===== config.mk =====
export PLATFORM = sky130hd
export DESIGN_NAME = rs_syndrome_calc_flat
export DESIGN_NICKNAME = d
export VERILOG_FILES = /design/src/rtl/rs_syndrome_calc_if.sv /design/src/rtl/rs_syndrome_calc.sv /design/src/flat_wrapper.sv
export SDC_FILE = /design/constraint.sdc
export NUM_CORES = 1
export LEC_CHECK = 0
export BUFFER_PORTS_ARGS = -buffer_cell sky130_fd_sc_hd__buf_2
export CAP_MARGIN = 5
export CORE_MARGIN = 2
export CORE_UTILIZATION = 60
export DETAILED_ROUTE_END_ITERATION = 12
export PLACE_DENSITY = 0.82
export SLEW_MARGIN = 30
export SYNTH_ARGS = -nofsm -noshare
export SYNTH_HDL_FRONTEND = slang
export SYNTH_SLANG_ARGS = --single-unit

===== constraint.sdc =====
create_clock -name CLK -period 2.5 [get_ports CLK]
set_input_delay 0.375 -clock CLK [delete_from_list [all_inputs] [get_ports CLK]]
set_output_delay 0.375 -clock CLK [all_outputs]
set_load 0.05 [all_outputs]

===== src/rtl/rs_syndrome_calc_if.sv =====
// Symbol-in / syndrome-out bundle for rs_syndrome_calc.
// The master drives symbols in; the slave returns syndromes and the Euclid START pulse.
interface rs_syndrome_calc_if #(
    parameter int unsigned NSYN = 4
);
    logic                  IN_VALID;
    logic                  IN_SOF;
    logic [3:0]            IN_SYM;
    logic                  IN_READY;
    logic [4*NSYN-1:0]     SYNDROMES;
    logic                  SYN_VALID;
    logic                  SYN_ZERO;
    logic                  START;

    modport master (
        output IN_VALID, IN_SOF, IN_SYM,
        input  IN_READY, SYNDROMES, SYN_VALID, SYN_ZERO, START
    );

    modport slave (
        input  IN_VALID, IN_SOF, IN_SYM,
        output IN_READY, SYNDROMES, SYN_VALID, SYN_ZERO, START
    );
endinterface


===== src/rtl/rs_syndrome_calc.sv =====
// RS(15,11) syndrome stage over GF(16), x^4+x+1: Horner accumulation of S1..S_NSYN.
// Optional macro SYN_ZERO_BYPASS_EN suppresses START when every syndrome is zero.
module rs_syndrome_calc #(
    parameter int unsigned N    = 15,
    parameter int unsigned NSYN = 4
) (
    input logic               CLK,
    input logic               RESET,
    rs_syndrome_calc_if.slave bus
);
    localparam int unsigned CW = $clog2(N + 1);

    typedef enum logic [1:0] {
        ST_ACCUM = 2'b01,
        ST_DONE  = 2'b10
    } state_t;

    state_t               state_q, state_d;
    logic [CW-1:0]        count_q;
    logic [NSYN-1:0][3:0] acc_q;
    logic [NSYN-1:0][3:0] acc_upd;
    logic [NSYN-1:0][3:0] syn_q;
    logic                 syn_zero_q;
    logic                 accept;
    logic                 last_sym;
    logic                 in_ready;
    logic                 syn_valid;
    logic                 start;

    function automatic logic [3:0] gf_mul(input logic [3:0] a, input logic [3:0] b);
        logic [3:0] p;
        logic [3:0] t;
        p = '0;
        t = a;
        for (int unsigned i = 0; i < 4; i++) begin
            if (b[i]) p = p ^ t;
            t = {t[2:0], 1'b0} ^ {2'b00, t[3], t[3]};
        end
        return p;
    endfunction

    function automatic logic [3:0] alpha_pow(input int unsigned e);
        logic [3:0] p;
        p = 4'h1;
        for (int unsigned k = 0; k < e; k++) p = gf_mul(p, 4'h2);
        return p;
    endfunction

    assign accept   = bus.IN_VALID && (state_q == ST_ACCUM);
    assign last_sym = accept && !bus.IN_SOF && (count_q == CW'(N - 1));

    // Multipliers are by constants once unrolled, so each reduces to an XOR network.
    always_comb begin
        acc_upd = '0;
        for (int unsigned j = 0; j < NSYN; j++) begin
            acc_upd[j] = gf_mul(acc_q[j], alpha_pow(j + 1)) ^ bus.IN_SYM;
        end
    end

    always_ff @(posedge CLK) begin
        if (RESET) begin
            state_q    <= ST_ACCUM;
            count_q    <= '0;
            acc_q      <= '0;
            syn_q      <= '0;
            syn_zero_q <= 1'b0;
        end else begin
            state_q <= state_d;
            case (state_q)
                ST_ACCUM: begin
                    if (accept) begin
                        if (bus.IN_SOF) begin
                            acc_q   <= {NSYN{bus.IN_SYM}};
                            count_q <= CW'(1);
                        end else begin
                            acc_q   <= acc_upd;
                            count_q <= count_q + CW'(1);
                            if (last_sym) begin
                                syn_q      <= acc_upd;
                                syn_zero_q <= (acc_upd == '0);
                            end
                        end
                    end
                end
                ST_DONE: begin
                    acc_q   <= '0;
                    count_q <= '0;
                end
                default: begin
                    acc_q   <= '0;
                    count_q <= '0;
                end
            endcase
        end
    end

    always_comb begin
        state_d   = ST_ACCUM;
        in_ready  = 1'b0;
        syn_valid = 1'b0;
        start     = 1'b0;
        case (state_q)
            ST_ACCUM: begin
                in_ready = 1'b1;
                state_d  = last_sym ? ST_DONE : ST_ACCUM;
            end
            ST_DONE: begin
                syn_valid = 1'b1;
`ifdef SYN_ZERO_BYPASS_EN
                start     = !syn_zero_q;
`else
                start     = 1'b1;
`endif
                state_d   = ST_ACCUM;
            end
            default: state_d = ST_ACCUM;
        endcase
    end

    assign bus.IN_READY  = in_ready;
    assign bus.SYNDROMES = syn_q;
    assign bus.SYN_VALID = syn_valid;
    assign bus.SYN_ZERO  = syn_zero_q;
    assign bus.START     = start;
endmodule


===== src/flat_wrapper.sv =====
// flat-port wrapper written by rule: the top's interface ports become plain ports
module rs_syndrome_calc_flat 
#(
    parameter int unsigned N    = 15,
    parameter int unsigned NSYN = 4
)
  (CLK, RESET, bus_IN_VALID, bus_IN_SOF, bus_IN_SYM, bus_IN_READY, bus_SYNDROMES, bus_SYN_VALID, bus_SYN_ZERO, bus_START);
  rs_syndrome_calc_if #(.NSYN(NSYN)) bus_i ();
  input logic CLK;
  input logic RESET;
  input wire logic [$bits(bus_i.IN_VALID)-1:0] bus_IN_VALID;
  input wire logic [$bits(bus_i.IN_SOF)-1:0] bus_IN_SOF;
  input wire logic [$bits(bus_i.IN_SYM)-1:0] bus_IN_SYM;
  output wire logic [$bits(bus_i.IN_READY)-1:0] bus_IN_READY;
  output wire logic [$bits(bus_i.SYNDROMES)-1:0] bus_SYNDROMES;
  output wire logic [$bits(bus_i.SYN_VALID)-1:0] bus_SYN_VALID;
  output wire logic [$bits(bus_i.SYN_ZERO)-1:0] bus_SYN_ZERO;
  output wire logic [$bits(bus_i.START)-1:0] bus_START;
  assign bus_i.IN_VALID = bus_IN_VALID;
  assign bus_i.IN_SOF = bus_IN_SOF;
  assign bus_i.IN_SYM = bus_IN_SYM;
  assign bus_IN_READY = bus_i.IN_READY;
  assign bus_SYNDROMES = bus_i.SYNDROMES;
  assign bus_SYN_VALID = bus_i.SYN_VALID;
  assign bus_SYN_ZERO = bus_i.SYN_ZERO;
  assign bus_START = bus_i.START;
  rs_syndrome_calc #(.N(N), .NSYN(NSYN)) u_core (.CLK(CLK), .RESET(RESET), .bus(bus_i));
endmodule

Word level (Yosys, flattened, before mapping) --
Index checks and enable logic that the tools add are counted.
Operators by class: add/sub/neg operators 1, eq/ne operators 3, multiplexer cells 5, bitwise operators 14, reductions and logical operators 7
Operator list (number):
- XOR 4 x 2 -> 4 bit | 7
- XOR 4 bit | 5
- zero test 16 bit | 1
- 2-to-1 mux 16 bit | 1
- adder 4 x 1 -> 4 bit, second input constant | 1
- equality test 4 bit, second input constant | 1
- 2-to-1 mux 4 bit | 1
- AND reduction 4 bit | 1
- logical AND 1 bit | 3
- equality test 2 x 1 -> 1 bit, second input constant | 1
- equality test 2 bit, second input constant | 1
- 2-to-1 mux 1 bit | 2
- 2-to-1 mux 2 bit | 1
- inverter 1 bit | 2
- OR reduction 2 bit | 1
- zero test 1 bit | 1
Word-level totals: bits in registers 39, bits of input ports 8

Logic depth before layout (Yosys ltp) --
Gate-level depths: netlist of the first run.
depth after elaboration 5, gate-level depth with buffers 7

Worst setup path after synthesis of the first run --
No wires, ideal clock.
kind register to register, from reg u_core.state_q[0], to reg u_core.syn_q (netlist bit u_core.bus.SYNDROMES[10]), library setup time 0.134 ns, arrival 1.412 ns, data required time 2.366 ns, path slack 0.954 ns, stages on the path, launching flop included 7, buffers on the path 1, path through dfxtp_1 > nor2b_4 > nand2_4 > or3_4 > buf_6 > nand2_1 > a21oi_1
Between the ends: cells in the longest elaborated chain, start to end 5
Ends and longest elaborated chain:
- start: declaration | RTL line rs_syndrome_calc.sv:18 | state_t state_q, state_d;
- start signal: assignment | RTL line rs_syndrome_calc.sv:68 | state_q <= state_d;
- equality test 2 x 1 -> 1 bit * | RTL line rs_syndrome_calc.sv:49, rs_syndrome_calc.sv:69
- logical AND 1 bit | RTL line rs_syndrome_calc.sv:49 | assign accept = bus.IN_VALID && (state_q == ST_ACCUM);
- logical AND 1 bit (2 in series) | RTL line rs_syndrome_calc.sv:50 | assign last_sym = accept && !bus.IN_SOF && (count_q == CW'(N - 1));
- AND reduction 4 bit (no source line) *
- end signal: assignment | RTL line rs_syndrome_calc.sv:79 | syn_q <= acc_upd;
- end: declaration | RTL line rs_syndrome_calc.sv:22 | logic [NSYN-1:0][3:0] syn_q;
Mark *: on every way between the ends. The rest lies on a longest branch, timed or not. A chain may end at the register's enable or synchronous reset.

Final worst setup path of the first run --
from reg u_core.count_q[1], to reg u_core.state_q[0]
Between the ends: cells in the longest elaborated chain, start to end 3
Ends and longest elaborated chain:
- start: declaration | RTL line rs_syndrome_calc.sv:19 | logic [CW-1:0] count_q;
- start signal: assignment | RTL line rs_syndrome_calc.sv:77 | count_q <= count_q + CW'(1);
- equality test 4 bit | RTL line rs_syndrome_calc.sv:50
- logical AND 1 bit | RTL line rs_syndrome_calc.sv:50
- 2-to-1 mux 2 bit | RTL line rs_syndrome_calc.sv:105 | state_d = last_sym ? ST_DONE : ST_ACCUM;
No other way between the ends.

==> metrics.yaml, run 1 <==
die:
  placement_rows: 22
  ios: 28
  die_area_um2: 4360
  coreArea_um2: 3690
  start_util_pct: 62.7
  die_w_um: 66.1
  die_h_um: 66.1
cells_and_area:
  area_delta_synth_final_pct: 5.63
  final_cell_area_um2: 2440
  fin_cells: 343
  diodes: 0
  drive_above_1_share_pct: 17.3
  fillers: 324
  nNetsFinal: 304
yosys:
  ys_warn_count: 0
  syn_inst: 284
  synth_edf_count: 0
  synth_common_cells: "dfxtp_1 (39), nand2_1 (33), nor2_1 (29), xnor2_1 (22), a21oi_1 (19)"
  yosysTopAreaCell: "dfxtp_1"
  ys_top_cells_by_area: "dfxtp_1 (34%), xnor2_1 (8.3%), nand2_1 (5.4%), nor2_1 (4.7%), a21oi_1 (4.1%)"
  synth_nets: 294
  synth-seq-area-share_pct: 33.8
  synth.distinct_cells: 42
  synthArstFlopShare_pct: 0
  syn_area_per_cell_um2: 8.14
  synth_ff_type: "dfxtp_1"
  synth.most_common_cell: "dfxtp_1"
  netlist.area_leader.share_pct: 33.8
  synth-seq-cells: 39
  netlist_area_um2: 2310
timing:
  worst_pin_slew_ns: 0.502
  setup_viol: 0
  rsz0062_at_grt: "false"
  slew_headroom_pct: 66.5
  fin_skew_ns: 0.00235
  clock.fmax_mhz: 649
  hold_violations: 0
  setup_tns_ns: 0
  fin_crit_sh_pct: 61.7
  maxSlewViolCount: 0
  min_period_ns: 1.54
clock_tree:
  cts_sinks: 39
  clkSlewWorstSetupHoldPaths_ns: 0.07
  post_cts.repair.setup_buffers: 0
  hold_buffers: 0
  htree_levels: 2
  cts-root-buf: "clkbuf_8"
  cts_buffers: 5
  cts_tree: "built"
  cts_buffer_depth: 2
  cts_resized: 0
  worstSkewPairLatency_ns: 0.30
drt:
  postRouteAntennaNets: 0
  wirelength_um: 4380
  drc: 0
  drt_pre_antenna_iters: 4
  via_per_inst: 5.50
  routedWlPerCell_um: 12.8
  drt_iter0_drc: 77
  vias: 1887
global_route:
  gr-total-overflow: 0
  grt_max_degree: 30
  antenna_found_initial: 0
  grt.total_usage_pct: 22.1
  grt_first_pass_wirelength_um: 7310
  first_global_vias: 1545
worst_setup_path:
  critPathSlowestCell: "or3_4"
  critical_path.cell_chain: "ha_1 -> nand3_1 -> or3_4 -> or2_4"
  path_class: "flop to flop"
  path_delay_family: "simple AND/OR/NAND/NOR gates"
  cp_max_fo: 11
  crit_path_end_kind: "flop"
  crit_path_start_kind: "flop"
  cp.arrival_ns: 1.73
  r2r_setup_slack_ns: 0.96
  cp_num_buf_inv: 0
  critPathMaxStageDelay_ns: 0.44
  required_ns: 2.69
placed_design:
  dp_hpwl_um: 3090
  io_buffer_count: 27
  gp_congestion: 0.838
  placed_cell_area_um2: 2360
  dp_cells: 335
flow_run:
  drv_cap: 0
power:
  power_density_nw_per_um2: 564
  ir_drop_v: 0.000388
  p_leak_nw: 0.956
outcome:
  status: "completed"
hold_path:
  hold_class: "flop to flop"
registers in the layout (all words and copies together), names as in the netlist:
| signal | cells |
|---|---|
| u_core.acc_q | 16 |
| u_core.bus.SYNDROMES | 16 |
| u_core.bus.SYN_ZERO | 1 |
| u_core.count_q | 4 |
| u_core.state_q | 2 |
where the power goes:
group	internal, mW	switching (mW)
sequential	0.647	0.0490
combinational	0.119	0.142
clock	0.195	0.225
layout by cell type (no fill, tap or decap), types with 2 or more instances in the layout:
cell | synthesis | routed
nor2b_1 | 9 | 9
nand2b_1 | 3 | 3
buf_2 | 15 | 27
a21oi_1 | 19 | 19
nand3b_1 | 2 | 2
mux2i_1 | 5 | 5
a22oi_1 | 3 | 3
nor3_1 | 7 | 7
o211ai_1 | 2 | 2
a211oi_2 | 4 | 4
inv_1 | 2 | 2
a311oi_1 | 2 | 2
and3_1 | 2 | 2
buf_4 | 2 | 3
and2b_1 | 4 | 4
o22ai_1 | 2 | 2
nor2_1 | 29 | 29
and2_1 | 2 | 2
a211oi_1 | 12 | 12
o21ai_0 | 14 | 14
or3_1 | 2 | 2
clkbuf_8 | 0 | 5
dfxtp_1 | 39 | 39
nand2_1 | 33 | 33
nand3_1 | 10 | 10
ha_1 | 2 | 2
xor2_1 | 7 | 7
a31oi_1 | 4 | 4
or2_2 | 4 | 4
xnor2_1 | 22 | 22
cells by family after synthesis:
family | Yosys count | synth area share, %
AOI/OAI and AO/OA | 64 | 17.8
xor gates and xnor gates | 30 | 12.2
adders and majority gates | 2 | 1.08
buffers and inverters | 29 | 7.80
DFF | 39 | 33.8
muxes | 5 | 2.17
and+or+nand+nor | 115 | 25.2
worst paths after layout:
| kind | start | endpoint | cells past startpoint |
|---|---|---|---|
| setup reg to reg | u_core.count_q[1] | u_core.state_q[0] | 4 |
| hold / removal | u_core.bus.SYNDROMES[9] | u_core.bus.SYNDROMES[9] | 2 |
| hold reg to reg | u_core.bus.SYNDROMES[9] | u_core.bus.SYNDROMES[9] | 2 |
| setup / recovery | u_core.count_q[1] | u_core.state_q[0] | 4 |
worst reg2reg max path: cells and delay by family (launching register included):
family	cells	cell delay, ns
DFF	1	0.41
and+or+nand+nor	3	0.85
adders and majority gates	1	0.17
metal layers:
layer	vias up	GRT usage (%)	part of all wire, %
met5	-	0	0
li1	984	-	-
met4	0	7.65	1.4
met1	857	29.8	49
met3	6	6.81	6.0
met2	40	33.5	43
through the flow:
step           utilization (%)  setup WS [ns]  hold slack [ns]  total power [mW]
2_1_floorplan                -          0.954            0.458             0.938
3_3_place_gp              63.9          0.894            0.438             0.966
3_5_place_dp              63.9          0.882            0.444             0.972
4_1_cts                   66.2          0.963            0.454              1.38
5_1_grt                   66.2          0.850            0.480              1.45
6_report                  66.2          0.959            0.450              1.38
final cells by class:
type	instances	area, µm²	share of cell area (%)
multi-input combinational	216	1350	55.3
timing repair buffer	30	158	6.46
inverter	2	7.51	0.308
clock inverter	2	12.5	0.513
sequential	39	781	32.0
tap	48	60.1	2.46
clock buffer	6	72.6	2.97
Note: power is estimated with default switching activity, not from simulation.
==> run 2, diff against run 1 <==
--- a/config.mk
+++ b/config.mk
@@ -8,9 +8,9 @@
 export BUFFER_PORTS_ARGS = -buffer_cell sky130_fd_sc_hd__buf_2
 export CAP_MARGIN = 5
 export CORE_MARGIN = 2
-export CORE_UTILIZATION = 60
+export CORE_UTILIZATION = 52
 export DETAILED_ROUTE_END_ITERATION = 12
-export PLACE_DENSITY = 0.82
+export PLACE_DENSITY = 0.75
 export SLEW_MARGIN = 30
 export SYNTH_ARGS = -nofsm -noshare
 export SYNTH_HDL_FRONTEND = slang
==> constraint.sdc (replaced) <==
create_clock -name CLK -period 1.3 [get_ports CLK]
set_input_delay 0.195 -clock CLK [delete_from_list [all_inputs] [get_ports CLK]]
set_output_delay 0.195 -clock CLK [all_outputs]
set_load 0.05 [all_outputs]
==> metrics.yaml, run 2 (synthesis results as in run 1) <==
clock_tree:
  cts_buffer_depth: 2  # unchanged
  cts_buffers: 5  # unchanged
  htree_levels: 2  # unchanged
  cts-root-buf: "clkbuf_8"  # unchanged
  cts_tree: "built"  # unchanged
  cts_sinks: 39  # unchanged
  clkSlewWorstSetupHoldPaths_ns: 0.08  # was 0.07 ns
  hold_buffers: 0  # unchanged
  worstSkewPairLatency_ns: 0.30  # about the same
worst_setup_path:
  r2r_end: "u_core.state_q[0]"  # unchanged
  cp_num_buf_inv: 0  # unchanged
  r2r-start: "u_core.state_q[0]"  # was u_core.count_q[1]
  path_class: "flop to flop"  # unchanged
  required_ns: 1.49  # was 2.69 ns
  r2r_setup_slack_ns: -0.12  # was 0.96 ns
  critPathSlowestCell: "or3_4"  # unchanged
  crit_path_end_kind: "flop"  # unchanged
  crit_path_start_kind: "flop"  # unchanged
  path_delay_family: "simple AND/OR/NAND/NOR gates"  # unchanged
  critPathMaxStageDelay_ns: 0.43  # was 0.44 ns
  critical_path.cell_chain: "nor2b_4 -> nand2_4 -> or3_4 -> or2_4"  # was ha_1 -> nand3_1 -> or3_4 -> or2_4
  cp.arrival_ns: 1.62  # was 1.73 ns
  rr_worst_depth: 4  # unchanged
  cp_max_fo: 6  # was 11
cells_and_area:
  nNetsFinal: 349  # was 304
  drive_above_1_share_pct: 43.8  # was 17.3%
  fillers: 299  # was 324
  area_delta_synth_final_pct: 38.0  # was 5.63%
  final_common_cell: "buf_4"  # was dfxtp_1
  utilization_pct: 73.8  # was 66.2%
  fin_cells: 392  # was 343
  mostFrequentLayoutCells: "buf_4 (34), dfxtp_1 (30), nand2_1 (29)"  # was dfxtp_1 (39), nand2_1 (33), nor2_1 (29)
  diodes: 0  # unchanged
drt:
  drt_iter0_drc: 153  # was 77
  vias: 2177  # was 1887
  wirelength_um: 6090  # was 4380 µm
  drc: 0  # unchanged
  drt_pre_antenna_iters: 4  # unchanged
  routedWlPerCell_um: 15.5  # was 12.8 µm
  via_per_inst: 5.55  # was 5.50
  postRouteAntennaNets: 0  # unchanged
hold_path:
  min_from: "bus_IN_VALID"  # was u_core.bus.SYNDROMES[9]
  whs_endpoint: "u_core.count_q[0]"  # was u_core.bus.SYNDROMES[9]
  hold_class: "primary input to flop"  # was flop to flop
  holdPathStages: 3  # was 2
die:
  die_w_um: 70.7  # was 66.1 µm
  placement_rows: 24  # was 22
  die_h_um: 70.7  # was 66.1 µm
  coreArea_um2: 4320  # was 3690 µm²
  ios: 28  # unchanged
  die_area_um2: 4990  # was 4360 µm²
  start_util_pct: 53.4  # was 62.7%
global_route:
  grt_max_degree: 25  # was 30
  use_met1_pct: 27.7  # was 29.8%
  antenna_found_initial: 0  # unchanged
  use_met2_pct: 39.6  # was 33.5%
  first_global_vias: 1937  # was 1545
  grt_first_pass_wirelength_um: 8960  # was 7310 µm
  gr-total-overflow: 0  # unchanged
  use_met3_pct: 5.41  # was 6.81%
  busiest_layer: "met2"  # unchanged
  grt.total_usage_pct: 22.7  # was 22.1%
timing:
  fin_skew_ns: 0.00461  # was 0.00235 ns
  fin_crit_sh_pct: 110  # was 61.7%
  setup_viol: 27  # was 0
  worst_pin_slew_ns: 0.356  # was 0.502 ns
  maxSlewViolCount: 0  # unchanged
  hold_violations: 0  # unchanged
  timing.final.ws_setup_ns: -0.124  # was 0.959 ns
  hold_ws_ns: 0.233  # was 0.450 ns
  clock.fmax_mhz: 702  # was 649 MHz
  rsz0062_at_grt: "true"  # was false
  min_period_ns: 1.42  # was 1.54 ns
  slew_headroom_pct: 76.2  # was 66.5%
power:
  power.total_mw: 3.32  # was 1.38 mW
  p_seq_share_pct: 39.9  # was 50.5%
  p_leak_nw: 1.28  # was 0.956 nW
  netSwitchingFraction_pct: 27.8  # was 30.2%
  comb_power_share_pct: 23.2  # was 19.0%
  internal-power_mw: 2.39  # was 961 µW
  clkPwrFrac_pct: 36.9  # was 30.5%
  ir_drop_v: 0.000609  # was 0.000388 V
  power.switching_uw: 923  # was 416 µW
  power_density_nw_per_um2: 1040  # was 564 nW/µm²
placed_design:
  dp_slack_ns: -0.209  # was 0.882 ns
  dp_cells: 376  # was 335
  io_buffer_count: 27  # unchanged
  dp_hpwl_um: 3730  # was 3090 µm
  gp_congestion: 0.766  # was 0.838
outcome:
  status: "finished with violations"  # was completed
  failed_checks: "negative setup slack"
flow_run:
  drv_cap: 0  # unchanged
## run 2: worst max-delay path by stage
stage                     cells past startpoint         startpoint                       end  slack, ns
after floorplan                               6  u_core.state_q[0]  u_core.bus.SYNDROMES[10]      -0.21
after global placement                        5  u_core.count_q[0]         u_core.state_q[0]      -0.13
after detailed placement                      5  u_core.count_q[0]         u_core.state_q[0]      -0.21
after CTS                                     5  u_core.state_q[0]  u_core.bus.SYNDROMES[15]      -0.11
after global routing                          8  u_core.count_q[0]   u_core.bus.SYNDROMES[4]      -0.17
final                                         4  u_core.state_q[0]         u_core.state_q[0]      -0.12
## run 2: repair_timing
action / CTS / global route
pin swaps: 2 / 18
gates cloned: 1 / 3
setup endpoints to repair: 36 / 38
gates resized for setup: 17 / 43
buffers inserted: 0 / 5
## run 2: layout make-up
type                       count  area (µm²)  area share (%)
inverter                       2        7.51           0.235
multi-input combinational    217        1560            49.0
timing repair buffer          74         626            19.6
tap                           52        65.1            2.04
clock buffer                   6        72.6            2.28
clock inverter                 2        60.1            1.88
sequential                    39         795            24.9
## run 2: layer usage
metal	part of all wire, %	wire (µm)	up-vias
li1	-	-	1072
met4	1.6	100	0
met1	42	2550	1037
met5	0	0	-
met2	51	3110	58
met3	5.3	322	10
## run 2: worst register-to-register path, delay by kind of cell (launching register included)
kind / cells / cell delay (ns)
flops: 1 / 0.34
simple gates: 4 / 0.98
## run 2: power groups by stage
| stage | combinational [mW] | clock, mW | sequential [mW] |
|---|---|---|---|
| 4_1_cts | 0.718 | 1.22 | 1.31 |
| 5_1_grt | 0.842 | 1.27 | 1.33 |
| 2_1_floorplan | 0.525 | 0 | 1.31 |
| 6_report | 0.770 | 1.22 | 1.32 |
| 3_5_place_dp | 0.703 | 0 | 1.34 |
| 3_3_place_gp | 0.685 | 0 | 1.33 |
## run 2: per-stage QoR
step / instance area (µm²) / setup TNS [ns]
floorplan: 2400 / -3.83
global placement: 2740 / -0.775
detailed placement: 2740 / -2.29
CTS: 2930 / -1.73
global route: 3190 / -3.70
finish: 3190 / -2.10
==> run 3, diff against run 2 <==
--- a/config.mk
+++ b/config.mk
@@ -5,11 +5,12 @@
 export SDC_FILE = /design/constraint.sdc
 export NUM_CORES = 1
 export LEC_CHECK = 0
-export BUFFER_PORTS_ARGS = -buffer_cell sky130_fd_sc_hd__buf_2
 export CAP_MARGIN = 5
 export CORE_MARGIN = 2
-export CORE_UTILIZATION = 52
+export CORE_UTILIZATION = 57
 export DETAILED_ROUTE_END_ITERATION = 12
+export DONT_BUFFER_PORTS = 1
+export HOLD_SLACK_MARGIN = 0.02
 export PLACE_DENSITY = 0.75
 export SLEW_MARGIN = 30
 export SYNTH_ARGS = -nofsm -noshare
==> metrics.yaml, run 3 (synthesis results as in run 1) <==
worst_setup_path:
  critPathMaxStageDelay_ns: 0.33  # was 0.43 ns
  cp.depth: 8  # was 4
  crit_path_start_kind: "flop"  # unchanged
  r2r_setup_slack_ns: -0.13  # was -0.12 ns
  cp_max_fo: 6  # unchanged
  required_ns: 1.53  # was 1.49 ns
  cp.arrival_ns: 1.66  # was 1.62 ns
  r2r-start: "u_core.count_q[0]"  # was u_core.state_q[0]
  endpoint: "u_core.bus.SYNDROMES[12]"  # was u_core.state_q[0]
  path_delay_family: "simple AND/OR/NAND/NOR gates"  # unchanged
  crit_path_end_kind: "flop"  # unchanged
  cp_num_buf_inv: 3  # was 0
  critPathSlowestCell: "dfxtp_2"  # was or3_4
  crit_start: "u_core.count_q[0]"  # was u_core.state_q[0]
  r2r_end: "u_core.bus.SYNDROMES[12]"  # was u_core.state_q[0]
  path_class: "flop to flop"  # unchanged
  critical_path.cell_chain: "inv_2 -> ha_4 -> nand3_4 -> nor3_4 -> buf_4 -> buf_12 -> nand3_1 -> a21oi_1"  # was nor2b_4 -> nand2_4 -> or3_4 -> or2_4
  rr_worst_depth: 8  # was 4
timing:
  hold_violations: 16  # was 0
  rsz0062_at_grt: "true"  # unchanged
  setup_tns_ns: -1.55  # was -2.10 ns
  fin_skew_ns: 0.00351  # was 0.00461 ns
  timing.final.ws_setup_ns: -0.130  # was -0.124 ns
  clock.fmax_mhz: 699  # was 702 MHz
  hold_ws_ns: -0.0532  # was 0.233 ns
  slew_headroom_pct: 77.1  # was 76.2%
  maxSlewViolCount: 0  # unchanged
  fin_crit_sh_pct: 110  # about the same
  min_period_ns: 1.43  # was 1.42 ns
  setup_viol: 22  # was 27
  worst_pin_slew_ns: 0.342  # was 0.356 ns
global_route:
  gr-total-overflow: 0  # unchanged
  grt_first_pass_wirelength_um: 9780  # was 8960 µm
  grt_max_degree: 31  # was 25
  first_global_vias: 2081  # was 1937
  grt.total_usage_pct: 29.0  # was 22.7%
  antenna_found_initial: 0  # unchanged
drt:
  drc: 0  # unchanged
  via_per_inst: 5.76  # was 5.55
  drt_iter0_drc: 143  # was 153
  wirelength_um: 6130  # was 6090 µm
  drt_pre_antenna_iters: 4  # unchanged
  vias: 2150  # was 2177
  routedWlPerCell_um: 16.4  # was 15.5 µm
  postRouteAntennaNets: 0  # unchanged
die:
  start_util_pct: 58.6  # was 53.4%
  die_area_um2: 4580  # was 4990 µm²
  die_w_um: 67.7  # was 70.7 µm
  coreArea_um2: 3940  # was 4320 µm²
  die_h_um: 67.7  # was 70.7 µm
  placement_rows: 23  # was 24
  ios: 28  # unchanged
outcome:
  status: "finished with violations"  # unchanged
  failed_checks: "negative hold slack, negative setup slack"  # was negative setup slack
clock_tree:
  cts_sinks: 39  # unchanged
  hold_buffers: 1  # was 0
  cts-root-buf: "clkbuf_8"  # unchanged
  cts_buffers: 5  # unchanged
  worstSkewPairLatency_ns: 0.30  # about the same
  cts_buffer_depth: 2  # unchanged
  clkSlewWorstSetupHoldPaths_ns: 0.08  # about the same
  htree_levels: 2  # unchanged
  cts_tree: "built"  # unchanged
placed_design:
  io_buffer_count: 0  # was 27
  dp_hpwl_um: 3470  # was 3730 µm
  gp_congestion: 0.752  # was 0.766
  dp_slack_ns: -0.156  # was -0.209 ns
hold_path:
  holdPathStages: 1  # was 3
  hold_class: "primary input to flop"  # unchanged
cells_and_area:
  nNetsFinal: 332  # was 349
  drive_above_1_share_pct: 37.8  # was 43.8%
  multi_input_area_um2: 1540  # was 1560 µm²
  mostFrequentLayoutCells: "buf_4 (43), dfxtp_1 (32), nand2_1 (27)"  # was buf_4 (34), dfxtp_1 (30), nand2_1 (29)
  area_delta_synth_final_pct: 32.7  # was 38.0%
  final_common_cell: "buf_4"  # unchanged
  seq_area_um2: 792  # was 795 µm²
  fillers: 244  # was 299
  diodes: 0  # unchanged
power:
  power_density_nw_per_um2: 949  # was 1040 nW/µm²
  ir_drop_v: 0.000561  # was 0.000609 V
  power.total_mw: 2.91  # was 3.32 mW
  p_leak_nw: 1.18  # was 1.28 nW
flow_run:
  drv_cap: 0  # unchanged
==> run 3: power by group <==
group          internal (mW)  switching [mW]
registers               1.25          0.0701
logic                  0.351           0.303
clock network          0.485           0.453
total                   2.08           0.826
==> run 3: worst min path at each step <==
stage,startpoint,to,slack (ns)
detailed placement,RESET,u_core.bus.SYNDROMES[13],0.26
floorplan,bus_IN_SYM[3],u_core.bus.SYNDROMES[15],0.41
global placement,RESET,u_core.bus.SYNDROMES[2],0.26
CTS,RESET,u_core.bus.SYNDROMES[13],-0.06
global route,RESET,u_core.bus.SYNDROMES[13],-0.06
finish,RESET,u_core.bus.SYNDROMES[13],-0.05
==> run 3: timing repair <==
item / CTS / global route
gates resized for setup: 37 / 12
pin swaps: 15 / 11
buffers inserted: 4 / 4
endpoints found under the setup margin: 31 / 31
endpoints found under the hold margin: 20 / 16
cloned: 3 / 1
==> run 3: layout make-up <==
class                      instances  share of cell area [%]
clock buffer                       8                    3.26
inverter                           2                   0.245
multi-input combinational        217                    50.2
sequential                        39                    25.8
tap                               50                    2.04
timing repair buffer              57                    18.4
==> run 3: per-stage QoR <==
| stage | utilization, % | cells | area, µm² |
|---|---|---|---|
| floorplan | - | 284 | 2400 |
| global route | 77.8 | 373 | 3070 |
| global placement | 66.9 | 352 | 2640 |
| CTS | 75.2 | 368 | 2970 |
| finish | 77.8 | 373 | 3070 |
| detailed placement | 66.9 | 352 | 2640 |
==> run 3: layer usage <==
metal  part of all wire [%]  GRT usage, %  up-vias
met2                     50          49.0       78
met4                    2.3          14.5        0
met5                      0             0        -
met1                     41          34.7     1014
met3                    6.3          6.00       17
li1                       -             -     1041
